===== config.mk =====
export PLATFORM = sky130hd
export DESIGN_NAME = mbtrain_repair_tx_param
export DESIGN_NICKNAME = d
export VERILOG_FILES = /design/src/rtl/mbtrain_repair_tx_param.sv
export SDC_FILE = /design/constraint.sdc
export NUM_CORES = 1
export LEC_CHECK = 0
export ABC_AREA = 1
export CORE_MARGIN = 1.5
export CORE_UTILIZATION = 38
export DETAILED_ROUTE_END_ITERATION = 8
export GPL_TIMING_DRIVEN = 0
export PLACE_DENSITY = 0.56
export SYNTH_ARGS = -nofsm -noshare
export SYNTH_HDL_FRONTEND = slang
export SYNTH_SLANG_ARGS = --single-unit

===== constraint.sdc =====
create_clock -name clk -period 1.95 [get_ports clk]
set_clock_uncertainty 0.15 [all_clocks]
set_input_delay 0.39 -clock clk [delete_from_list [all_inputs] [get_ports clk]]
set_output_delay 0.39 -clock clk [all_outputs]
set_load 0.01 [all_outputs]

===== src/rtl/mbtrain_repair_tx_param.sv =====
// MBTRAIN REPAIR TX: INIT -> DEGRADE -> END handshake with per-request timeout/retry; all outputs registered.
// A request is issued on the edge after entry; o_valid_tx is held until the sideband TX reports completion with the partner RX idle.
module mbtrain_repair_tx_param #(
  parameter int N_GROUPS    = 2,
  parameter int TIMEOUT_CYC = 1024,
  parameter int MAX_RETRY   = 3
) (
  input  logic                clk,
  input  logic                rst_n,
  input  logic                i_en,
  input  logic [3:0]          i_sideband_message,
  input  logic                i_sideband_valid,
  input  logic                i_busy_negedge_detected,
  input  logic                i_valid_rx,
  input  logic [N_GROUPS-1:0] i_group_functional,
  output logic [3:0]          o_sideband_message,
  output logic                o_valid_tx,
  output logic [N_GROUPS-1:0] o_lane_mask,
  output logic                o_test_ack,
  output logic                o_error
);

  localparam logic [3:0] INIT_REQ     = 4'b0001;
  localparam logic [3:0] INIT_RESP    = 4'b0010;
  localparam logic [3:0] END_REQ      = 4'b0101;
  localparam logic [3:0] END_RESP     = 4'b0110;
  localparam logic [3:0] DEGRADE_REQ  = 4'b0111;
  localparam logic [3:0] DEGRADE_RESP = 4'b1000;

  localparam logic [15:0] TIMER_LAST = 16'(TIMEOUT_CYC - 1);
  localparam logic [3:0]  RETRY_MAX  = 4'(MAX_RETRY);

  typedef enum logic [2:0] {
    IDLE, S_INIT, S_DEGRADE, S_END, S_DONE, S_FAIL
  } state_t;

  state_t              state, state_nxt;
  logic [15:0]         timer, timer_nxt;
  logic [3:0]          retry, retry_nxt;
  logic [3:0]          msg_nxt;
  logic                valid_tx_nxt;
  logic [N_GROUPS-1:0] mask_nxt;
  logic                ack_nxt;
  logic                error_nxt;
  logic [3:0]          exp_resp;
  logic                resp_ok;

  always_ff @(posedge clk or negedge rst_n) begin
    if (!rst_n) begin
      state              <= IDLE;
      timer              <= '0;
      retry              <= '0;
      o_sideband_message <= '0;
      o_valid_tx         <= 1'b0;
      o_lane_mask        <= '0;
      o_test_ack         <= 1'b0;
      o_error            <= 1'b0;
    end else begin
      state              <= state_nxt;
      timer              <= timer_nxt;
      retry              <= retry_nxt;
      o_sideband_message <= msg_nxt;
      o_valid_tx         <= valid_tx_nxt;
      o_lane_mask        <= mask_nxt;
      o_test_ack         <= ack_nxt;
      o_error            <= error_nxt;
    end
  end

  always_comb begin
    exp_resp = 4'b0000;
    case (state)
      S_INIT:    exp_resp = INIT_RESP;
      S_DEGRADE: exp_resp = DEGRADE_RESP;
      S_END:     exp_resp = END_RESP;
      default:   exp_resp = 4'b0000;
    endcase
  end

  assign resp_ok = i_sideband_valid && (i_sideband_message == exp_resp) &&
                   (state == S_INIT || state == S_DEGRADE || state == S_END);

  always_comb begin
    state_nxt    = state;
    timer_nxt    = timer;
    retry_nxt    = retry;
    msg_nxt      = o_sideband_message;
    valid_tx_nxt = o_valid_tx;
    mask_nxt     = o_lane_mask;
    ack_nxt      = o_test_ack;
    error_nxt    = o_error;

    // Clear first so that any send below overrides it in the same cycle.
    if (i_busy_negedge_detected && !i_valid_rx) valid_tx_nxt = 1'b0;

    case (state)
      IDLE: begin
        if (i_en) begin
          state_nxt    = S_INIT;
          msg_nxt      = INIT_REQ;
          valid_tx_nxt = 1'b1;
          timer_nxt    = '0;
          retry_nxt    = '0;
        end
      end
      S_INIT, S_DEGRADE, S_END: begin
        if (resp_ok) begin
          timer_nxt = '0;
          retry_nxt = '0;
          if (state == S_INIT) begin
            if (i_group_functional != '0) begin
              state_nxt    = S_DEGRADE;
              mask_nxt     = i_group_functional;
              msg_nxt      = DEGRADE_REQ;
              valid_tx_nxt = 1'b1;
            end else begin
              state_nxt    = S_FAIL;
              msg_nxt      = '0;
              valid_tx_nxt = 1'b0;
              ack_nxt      = 1'b1;
              error_nxt    = 1'b1;
            end
          end else if (state == S_DEGRADE) begin
            state_nxt    = S_END;
            msg_nxt      = END_REQ;
            valid_tx_nxt = 1'b1;
          end else begin
            state_nxt    = S_DONE;
            msg_nxt      = '0;
            valid_tx_nxt = 1'b0;
            ack_nxt      = 1'b1;
            error_nxt    = 1'b0;
          end
        end else if (timer == TIMER_LAST) begin
          if (retry < RETRY_MAX) begin
            // Re-send the same request code, which is still on o_sideband_message.
            valid_tx_nxt = 1'b1;
            timer_nxt    = '0;
            retry_nxt    = retry + 4'd1;
          end else begin
            state_nxt    = S_FAIL;
            msg_nxt      = '0;
            valid_tx_nxt = 1'b0;
            ack_nxt      = 1'b1;
            error_nxt    = 1'b1;
            timer_nxt    = '0;
            retry_nxt    = '0;
          end
        end else begin
          timer_nxt = timer + 16'd1;
        end
      end
      default: ;  // S_DONE / S_FAIL hold until i_en drops
    endcase

    if (!i_en) begin
      state_nxt    = IDLE;
      timer_nxt    = '0;
      retry_nxt    = '0;
      msg_nxt      = '0;
      valid_tx_nxt = 1'b0;
      mask_nxt     = '0;
      ack_nxt      = 1'b0;
      error_nxt    = 1'b0;
    end
  end

endmodule


==> flow_metrics.env, run 1 <==
export IMPL_status="finished, violations left"
export IMPL_violations="hold timing"
export IMPL_synth_cells=234
export IMPL_n_fill_cell=479
export IMPL_core_area_sq_mm=0.00444
export IMPL_hold_path_class="input pin to asynchronous set/reset pin"
export IMPL_wl_um=3650
export IMPL_grt_pass1_vias=1497
export IMPL_drt_iter0_markers=100
export IMPL_antenna_found_initial=0
export IMPL_maxClockFrequency_ghz=0.533
export IMPL_grt_overflow=0
export IMPL_dp_slack_ns=-0.168
export IMPL_startpoint_type="flop"
export IMPL_gr_usage_all_layers_pct=16.0
export IMPL_ys_types=34
export IMPL_synth_top_cell_area_share_pct=42.2
export IMPL_max_cap_violations=0
export IMPL_tightest_slew_ns=0.692
export IMPL_max_slew_margin_pct=53.9
export IMPL_synth_seq_cells=30
export IMPL_h_tree_depth=2
export IMPL_multiInputGateArea_sq_um=887
export IMPL_final_common_cell="nand2_1"
export IMPL_criticalPathCategory="flop to output pin"
export IMPL_hold_viol=4
export IMPL_tns_ns=0
export IMPL_dp_cells=304
export IMPL_grt_setup_unrepaired="true"
export IMPL_cts_sinks=30
export IMPL_power_leakage_nw=1.02
export IMPL_placed_area_sq_mm=0.00202
export IMPL_drt_first_pass_iters=4
export IMPL_via_per_inst=4.78
export IMPL_ys_warnings_count=0
export IMPL_critPathMaxFanout=7
export IMPL_cp_arrival_ns=1.34
export IMPL_fin_crit_sh_pct=96.3
export IMPL_start_util_pct=40.0
export IMPL_synth_avg_cell_area_sq_um=7.60
export IMPL_synth_area_top_cells="dfrtp_1 (42%), nand2_1 (12%), nor2_1 (7.2%)"
export IMPL_fin_ws_ns=0.0726
export IMPL_seq_area_sq_um=753
export IMPL_clockRootBuffer="clkbuf_8"
export IMPL_ant_nets=0
export IMPL_slew_viol_final=0
export IMPL_cts_buffers_inserted=5
export IMPL_period_minus_slack_ns=1.88
export IMPL_final_cells=321
export IMPL_grt_max_degree=31
export IMPL_crit_required_ns=1.41
export IMPL_cts_buffer_depth=2
export IMPL_ys_seq_area_share_pct=42.2
export IMPL_hpwl_um=2620
export IMPL_io_pins=21
export IMPL_clk_pin_slew_ns=0.07
export IMPL_cts_tree="built"
export IMPL_grt_pass1_wl_um=6530
export IMPL_vdd_ir_drop_max_uv=372
export IMPL_final_nets=282
export IMPL_finalInstanceArea_sq_mm=0.00220
export IMPL_drive_gt1_share_pct=19.0
export IMPL_clkLatencyLatePin_ns=0.28
export IMPL_synth_nets=248
export IMPL_final_cell_mix="nand2_1 (54), nor2_1 (33), dfrtp_1 (28)"
export IMPL_gp_congestion=0.819
export IMPL_endpoint_kind="output pin"
export IMPL_fin_total_pwr_mw=2.07
export IMPL_dieArea_sq_mm=0.00510
export IMPL_syn_to_final_growth_pct=23.5
export IMPL_num_vias=1534
export IMPL_synth_top_cell_by_area="dfrtp_1"
export IMPL_power_density_mw_per_mm2=943
export IMPL_portBuffers=18
export IMPL_whs_ns=-0.00540
export IMPL_fp_dieW_um=71.4
export IMPL_synth_area_sq_mm=0.00178
export IMPL_die_h_um=71.4
export IMPL_diodes=0
export IMPL_setup_viol=0
export IMPL_wl_per_cell_um=11.4
export IMPL_drc_errors=0
export IMPL_rows=24
-- routing by layer --
metal	GRT usage, %	routed length, um	vias to the layer above
met5	0	0	-
met4	5.13	31	0
met3	3.94	160	4
met2	25.2	1640	24
met1	21.6	1810	693
li1	-	-	813
-- worst paths after layout --
kind,startpoint,end,slack [ns],depth (start not counted)
max in group asynchronous,rst_n,state[2],1.17,1
setup reg to reg,timer[0],timer[7],0.09,11
min in group clk,i_en,o_valid_tx,0.27,3
hold reg to reg,o_test_ack,o_test_ack,0.32,2
setup / recovery,state[1],o_sideband_message[2],0.07,2
hold / removal,rst_n,o_sideband_message[0],-0.005,1
-- registers in the layout, summed over array words and instances (netlist names) --
register	flops
o_test_ack	1
state	3
o_sideband_message	2
o_valid_tx	1
o_lane_mask	2
timer	16
o_error	1
retry	4
-- worst max-delay path: stages, from the launching register on --
cell             delay (ns)
dfrtp_2                0.42
buf_4                  0.12
clkdlybuf4s50_1        0.52
-- Yosys cell counts (all sizes together) --
cell	n
a21oi	5
a31o	1
a31oi	2
and3	1
buf	4
clkbuf	1
conb	1
dfrtp	30
ha	2
inv	31
nand2	58
nand3	18
nand3b	1
nand4	5
nor2	43
nor3	7
nor3b	3
o21ai	12
o21bai	2
o22ai	2
xor2	5
-- cells by family after synthesis --
group	Yosys count	share of synthesized area, %
AO/OA/AOI/OAI	24	7.52
XOR/XNOR	5	2.46
adder cells (fa/ha/maj)	2	1.41
buffers and inverters	36	8.65
flip-flops	30	42.2
other	1	0.211
AND/OR/NAND/NOR	136	37.6
-- per-stage QoR --
step / hold WS (ns) / utilization (%)
3_3_place_gp: 0.309 / 45.6
4_1_cts: 0.0155 / 47.5
6_report: -0.00540 / 49.4
3_5_place_dp: 0.312 / 45.4
2_1_floorplan: -0.0556 / -
5_1_grt: 0.0573 / 49.4
-- final cells by class --
type | instances | share of cell area, %
inverters | 31 | 5.41
clock inverters | 1 | 0.228
multi-input cells | 168 | 40.4
well taps | 52 | 2.96
repair buffers | 27 | 11.2
flip-flops and latches | 30 | 34.3
clock buffers | 7 | 3.93
plain buffers | 5 | 1.59
-- power breakdown --
| part | total, mW | switching, mW | leakage [nW] | internal [mW] |
|---|---|---|---|---|
| sequential | 0.787 | 0.0790 | 0.406 | 0.708 |
| combinational | 0.769 | 0.439 | 0.567 | 0.331 |
| clock | 0.515 | 0.231 | 0.0482 | 0.284 |
| total | 2.07 | 0.749 | 1.02 | 1.32 |
-- what timing repair did --
action                                  in CTS  in global routing
endpoints found under the setup margin       0                 20
buffers inserted                             0                  8
hold buffers                                 0                  0
gates resized for setup                      0                  9
Power figures use the tool's default switching activity.
==> run 2: changes to the inputs <==
Settings changed: SKIP_LAST_GASP set to 1.
Clock period 1.95 ns to 2.3 ns, I/O delays scaled along.
==> flow_metrics.env, run 2 (synthesized netlist as in run 1, its figures left out) <==
export IMPL_cts_setup_buffers=0
export IMPL_drt_first_pass_iters=4
export IMPL_cts_buffers_inserted=5
export IMPL_cts_tree="built"
export IMPL_cts_sinks=30
export IMPL_clkLatencyLatePin_ns=0.28
export IMPL_clk_pin_slew_ns=0.07
export IMPL_final_common_cell="nand2_1"
export IMPL_wl_per_cell_um=11.3
export IMPL_ant_nets=0
export IMPL_grt_max_degree=31
export IMPL_diodes=0
export IMPL_start_util_pct=40.0
export IMPL_cts_resized=0
export IMPL_via_per_inst=4.73
export IMPL_finalInstanceArea_sq_mm=0.00211
export IMPL_antenna_found_initial=0
export IMPL_power_density_mw_per_mm2=793
export IMPL_cp_arrival_ns=1.39
export IMPL_r2r_cells=11
export IMPL_met2_usage_pct=25.2
export IMPL_num_vias=1477
export IMPL_max_cap_violations=0
export IMPL_drt_iter0_markers=104
export IMPL_vdd_ir_drop_max_uv=307
export IMPL_tightest_slew_ns=0.694
export IMPL_setup_viol=0
export IMPL_period_minus_slack_ns=2.00
export IMPL_core_area_sq_mm=0.00444
export IMPL_grt_pass1_vias=1497
export IMPL_hold_viol=0
export IMPL_h_tree_depth=2
export IMPL_largest_reg_flops=16
export IMPL_placed_area_sq_mm=0.00202
export IMPL_cts_buffer_depth=2
export IMPL_grt_setup_unrepaired="false"
export IMPL_final_nets=273
export IMPL_portBuffers=18
export IMPL_clockRootBuffer="clkbuf_8"
export IMPL_hpwl_um=2620
export IMPL_slew_viol_final=0
export IMPL_max_slew_margin_pct=53.7
export IMPL_die_h_um=71.4
export IMPL_fin_crit_sh_pct=86.8
export IMPL_dieArea_sq_mm=0.00510
export IMPL_hold_path_class="input pin to asynchronous set/reset pin"
export IMPL_criticalPathCategory="flop to output pin"
export IMPL_syn_to_final_growth_pct=18.6
export IMPL_gr_usage_all_layers_pct=16.0
export IMPL_final_cell_mix="nand2_1 (55), nor2_1 (34), dfrtp_1 (30)"
export IMPL_drive_gt1_share_pct=14.2
export IMPL_rows=24
export IMPL_whs_ns=0.0670
export IMPL_busiest_layer="met2"
export IMPL_fin_total_pwr_mw=1.67
export IMPL_regMostFlops="timer"
export IMPL_crit_required_ns=1.69
export IMPL_maxClockFrequency_ghz=0.501
export IMPL_met3_usage_pct=3.94
export IMPL_grt_pass1_wl_um=6530
export IMPL_use_met1_pct=21.6
export IMPL_tns_ns=0
export IMPL_startpoint_type="flop"
export IMPL_fp_dieW_um=71.4
export IMPL_cts_hold_buf=0
export IMPL_power_leakage_nw=0.981
export IMPL_critPathMaxFanout=7
export IMPL_status="complete, no violations"
export IMPL_io_pins=21
export IMPL_fin_util_pct=47.5
export IMPL_reg_largest_list="timer (16), retry (4), state (3)"
export IMPL_drc_errors=0
export IMPL_endpoint_kind="output pin"
export IMPL_grt_overflow=0
export IMPL_gp_congestion=0.819
export IMPL_wl_um=3510
run 2: changes by cell type in the layout (fill, tap and decap cells not counted), sizes merged:
| cell | change |
|---|---|
| buf | -9 |
run 2: final timing paths:
kind,startpoint,endpoint,slack [ns]
max,state[1],o_sideband_message[2],0.30
min,rst_n,o_sideband_message[0],0.07
max reg2reg,timer[0],timer[9],0.38
min reg2reg,o_test_ack,o_test_ack,0.32
max in group asynchronous,rst_n,timer[5],1.48
min in group clk,o_test_ack,o_test_ack,0.32
run 2: critical path, cell delays in order (launching register included):
cell             delay [ns]
dfrtp_1                0.45
buf_4                  0.14
clkdlybuf4s50_1        0.52
run 2: power breakdown:
part | total [mW] | internal, mW | switching (mW) | leakage, nW
clock network | 0.434 | 0.241 | 0.193 | 0.0482
registers | 0.666 | 0.598 | 0.0682 | 0.409
logic | 0.574 | 0.225 | 0.349 | 0.523
total | 1.67 | 1.06 | 0.610 | 0.981
run 2: metrics by stage:
step	worst slack, ns	instances
after floorplan	0.577	234
after global placement	0.0302	304
after detailed placement	0.112	304
after CTS	0.281	312
after global routing	0.231	312
final	0.304	312
run 2: routing by layer:
layer / up-vias / part of all wire, %
li1: 794 / -
met1: 660 / 50
met2: 21 / 46
met3: 2 / 3.7
met4: 0 / 0.51
met5: - / 0
run 2: layout make-up:
cell class                 instances  area (sq um)
buffer                             5          35.0
clock buffer                       7          86.3
clock inverter                     1          5.00
fill                             474          2330
inverter                          31           119
multi-input combinational        168           875
sequential                        30           751
tap                               52          65.1
timing repair buffer              18           175
==> run 3: changes to the inputs <==
Settings changed: ABC_AREA 1 to not set, CORE_UTILIZATION 38 to 60, PLACE_DENSITY 0.56 to 0.83.
==> flow_metrics.env, run 3 <==
export IMPL_criticalPathCategory="flop to flop"
export IMPL_antenna_found_initial=0
export IMPL_rows=19
export IMPL_tightest_slew_ns=0.664
export IMPL_synth_top_cell_area_share_pct=40.9
export IMPL_hold_path_class="input pin to asynchronous set/reset pin"
export IMPL_pwr_share_seq_pct=48.3
export IMPL_setup_viol=6
export IMPL_fp_dieW_um=58.3
export IMPL_max_cap_violations=0
export IMPL_synth_nets=214
export IMPL_synth_top_cell_by_area="dfrtp_1"
export IMPL_drc_errors=2
export IMPL_grt_pass1_wl_um=7810
export IMPL_synthArstFlopShare_pct=100
export IMPL_cts_buffer_depth=2
export IMPL_max_slew_margin_pct=55.7
export IMPL_die_h_um=58.3
export IMPL_clk_pin_slew_ns=0.11
export IMPL_met2_usage_pct=50.7
export IMPL_diodes=0
export IMPL_ys_seq_area_share_pct=40.9
export IMPL_dieArea_sq_mm=0.00340
export IMPL_p_switching_mw=0.306
export IMPL_muxShareOfSynthArea_pct=2.25
export IMPL_slew_viol_final=0
export IMPL_drive_gt1_share_pct=22.9
export IMPL_period_minus_slack_ns=2.33
export IMPL_synth_ff_type="dfrtp_1"
export IMPL_vdd_ir_drop_max_uv=495
export IMPL_cts_sinks=30
export IMPL_ant_nets=0
export IMPL_syn_to_final_growth_pct=28.4
export IMPL_reg_largest_list="timer (16), retry (4), state (3)"
export IMPL_via_per_inst=7.06
export IMPL_grt_max_degree=31
export IMPL_final_nets=244
export IMPL_gr_usage_all_layers_pct=30.3
export IMPL_combPwrFrac_pct=15.2
export IMPL_crit_required_ns=2.37
export IMPL_drt_iter0_markers=131
export IMPL_grt_pass1_vias=1706
export IMPL_use_met1_pct=38.4
export IMPL_critPathMaxFanout=5
export IMPL_hold_viol=7
export IMPL_synth_common_cells="dfrtp_1 (30), nand2_1 (15), nor2_1 (12)"
export IMPL_finalInstanceArea_sq_mm=0.00235
export IMPL_grt_overflow=0
export IMPL_clkLatencyLatePin_ns=0.34
export IMPL_busiest_layer="met2"
export IMPL_start_util_pct=64.8
export IMPL_met3_usage_pct=6.59
export IMPL_swShare_pct=26.8
export IMPL_clockRootBuffer="clkbuf_4"
export IMPL_final_cell_mix="dfrtp_1 (29), nand2_1 (15), clkdlybuf4s50_1 (15)"
export IMPL_synth_area_top_cells="dfrtp_1 (41%), a41oi_1 (3.8%), nand2_1 (3.1%)"
export IMPL_cp_arrival_ns=2.40
export IMPL_synth_simple_area_share_pct=25.1
export IMPL_multiInputGateArea_sq_mm=0.00113
export IMPL_power_density_mw_per_mm2=485
export IMPL_cts_tree="built"
export IMPL_status="finished, violations left"
export IMPL_num_vias=1851
export IMPL_cts_buffers_inserted=5
export IMPL_synth_avg_cell_area_sq_um=9.17
export IMPL_core_area_sq_mm=0.00283
export IMPL_regMostFlops="timer"
export IMPL_gp_congestion=0.947
export IMPL_whs_ns=-0.00964
export IMPL_h_tree_depth=2
export IMPL_synth_cells=200
export IMPL_ys_types=50
export IMPL_violations="DRC, hold timing, setup timing"
export IMPL_wl_um=4960
export IMPL_seq_area_sq_um=752
export IMPL_rrSetupSlack_ns=-0.03
export IMPL_cts_hold_buf=0
export IMPL_grt_setup_unrepaired="true"
export IMPL_synth_xor_area_share_pct=0.477
export IMPL_placed_area_sq_mm=0.00205
export IMPL_startpoint_type="flop"
export IMPL_n_fill_cell=164
export IMPL_portBuffers=18
export IMPL_internal_power_mw=0.835
export IMPL_power_leakage_nw=0.941
export IMPL_power_frac_clock_pct=36.5
export IMPL_endpoint_kind="flop"
export IMPL_final_common_cell="dfrtp_1"
export IMPL_synth_top_family_by_area="simple AND/OR/NAND/NOR gates"
export IMPL_synth_seq_cells=30
export IMPL_maxClockFrequency_ghz=0.428
export IMPL_yosys_area_share_adder_pct=1.36
export IMPL_ys_warnings_count=0
export IMPL_fin_crit_sh_pct=101
export IMPL_synth_area_sq_mm=0.00183
export IMPL_yosysMostFrequentCell="dfrtp_1"
export IMPL_fin_ws_ns=-0.0339
export IMPL_wl_per_cell_um=18.9
export IMPL_largest_reg_flops=16
export IMPL_drt_first_pass_iters=6
export IMPL_synth_compound_area_share_pct=23.9
export IMPL_synth_edf_count=0
export IMPL_io_pins=21
export IMPL_hpwl_um=3130
run 3: path summary, 6_finish.rpt:
| kind | from | end | cells past startpoint |
|---|---|---|---|
| max | timer[13] | o_sideband_message[0] | 5 |
| min | rst_n | timer[12] | 1 |
| max reg2reg | timer[13] | o_sideband_message[0] | 5 |
| min reg2reg | retry[3] | retry[3] | 1 |
| max in group asynchronous | rst_n | state[2] | 1 |
| min in group clk | retry[3] | retry[3] | 1 |
run 3: worst max-delay path, stage by stage (launching register included):
cell and delay [ns]:
dfrtp_1 0.40, or4_4 0.56, or3_4 0.35, nor3_2 0.38
nor4b_1 0.10, a221o_1 0.27
run 3: cell type report:
| class | count | share of cell area [%] |
|---|---|---|
| multi-input combinational | 148 | 48.0 |
| sequential | 30 | 31.9 |
| timing repair buffer | 25 | 9.78 |
| buffer | 12 | 4.04 |
| clock inverter | 3 | 1.70 |
| tap | 31 | 1.65 |
| clock buffer | 5 | 1.59 |
| inverter | 8 | 1.28 |
run 3: kinds of logic after synthesis:
kind of cell	after synthesis
adder cells (fa/ha/maj)	2
AND/OR/NAND/NOR	83
AO/OA/AOI/OAI	57
other	1
multiplexers	4
XOR/XNOR	1
buffers and inverters	22
flip-flops	30
run 3: repair_timing:
action                                  4_1_cts  5_1_grt
resized for setup                            28       16
buffers inserted                              4        1
pin swaps                                     5       10
endpoints found under the setup margin       28       28
gates cloned                                  2        0
run 3: power groups by stage:
stage | Clock, mW | Sequential, mW | Combinational [mW]
floorplan | 0 | 0.556 | 0.0942
global placement | 0 | 0.554 | 0.155
detailed placement | 0 | 0.555 | 0.159
CTS | 0.421 | 0.545 | 0.172
global route | 0.438 | 0.552 | 0.189
finish | 0.416 | 0.551 | 0.174
run 3: layer usage:
layer | wire (um) | vias to the layer above
met5 | 0 | -
met4 | 100 | 0
met3 | 432 | 15
met2 | 2470 | 108
met1 | 1960 | 892
li1 | - | 836
run 3: metrics by stage:
stage	cells	power (mW)	util [%]	setup WS [ns]	setup TNS (ns)
3_5_place_dp	249	0.714	72.6	-0.701	-13.89
6_report	262	1.14	83.2	-0.0339	-0.0985
3_3_place_gp	249	0.709	72.6	-0.586	-11.73
2_1_floorplan	200	0.650	-	0.0231	0
5_1_grt	262	1.18	83.2	-0.0695	-0.547
4_1_cts	262	1.14	81.3	-0.0222	-0.0377
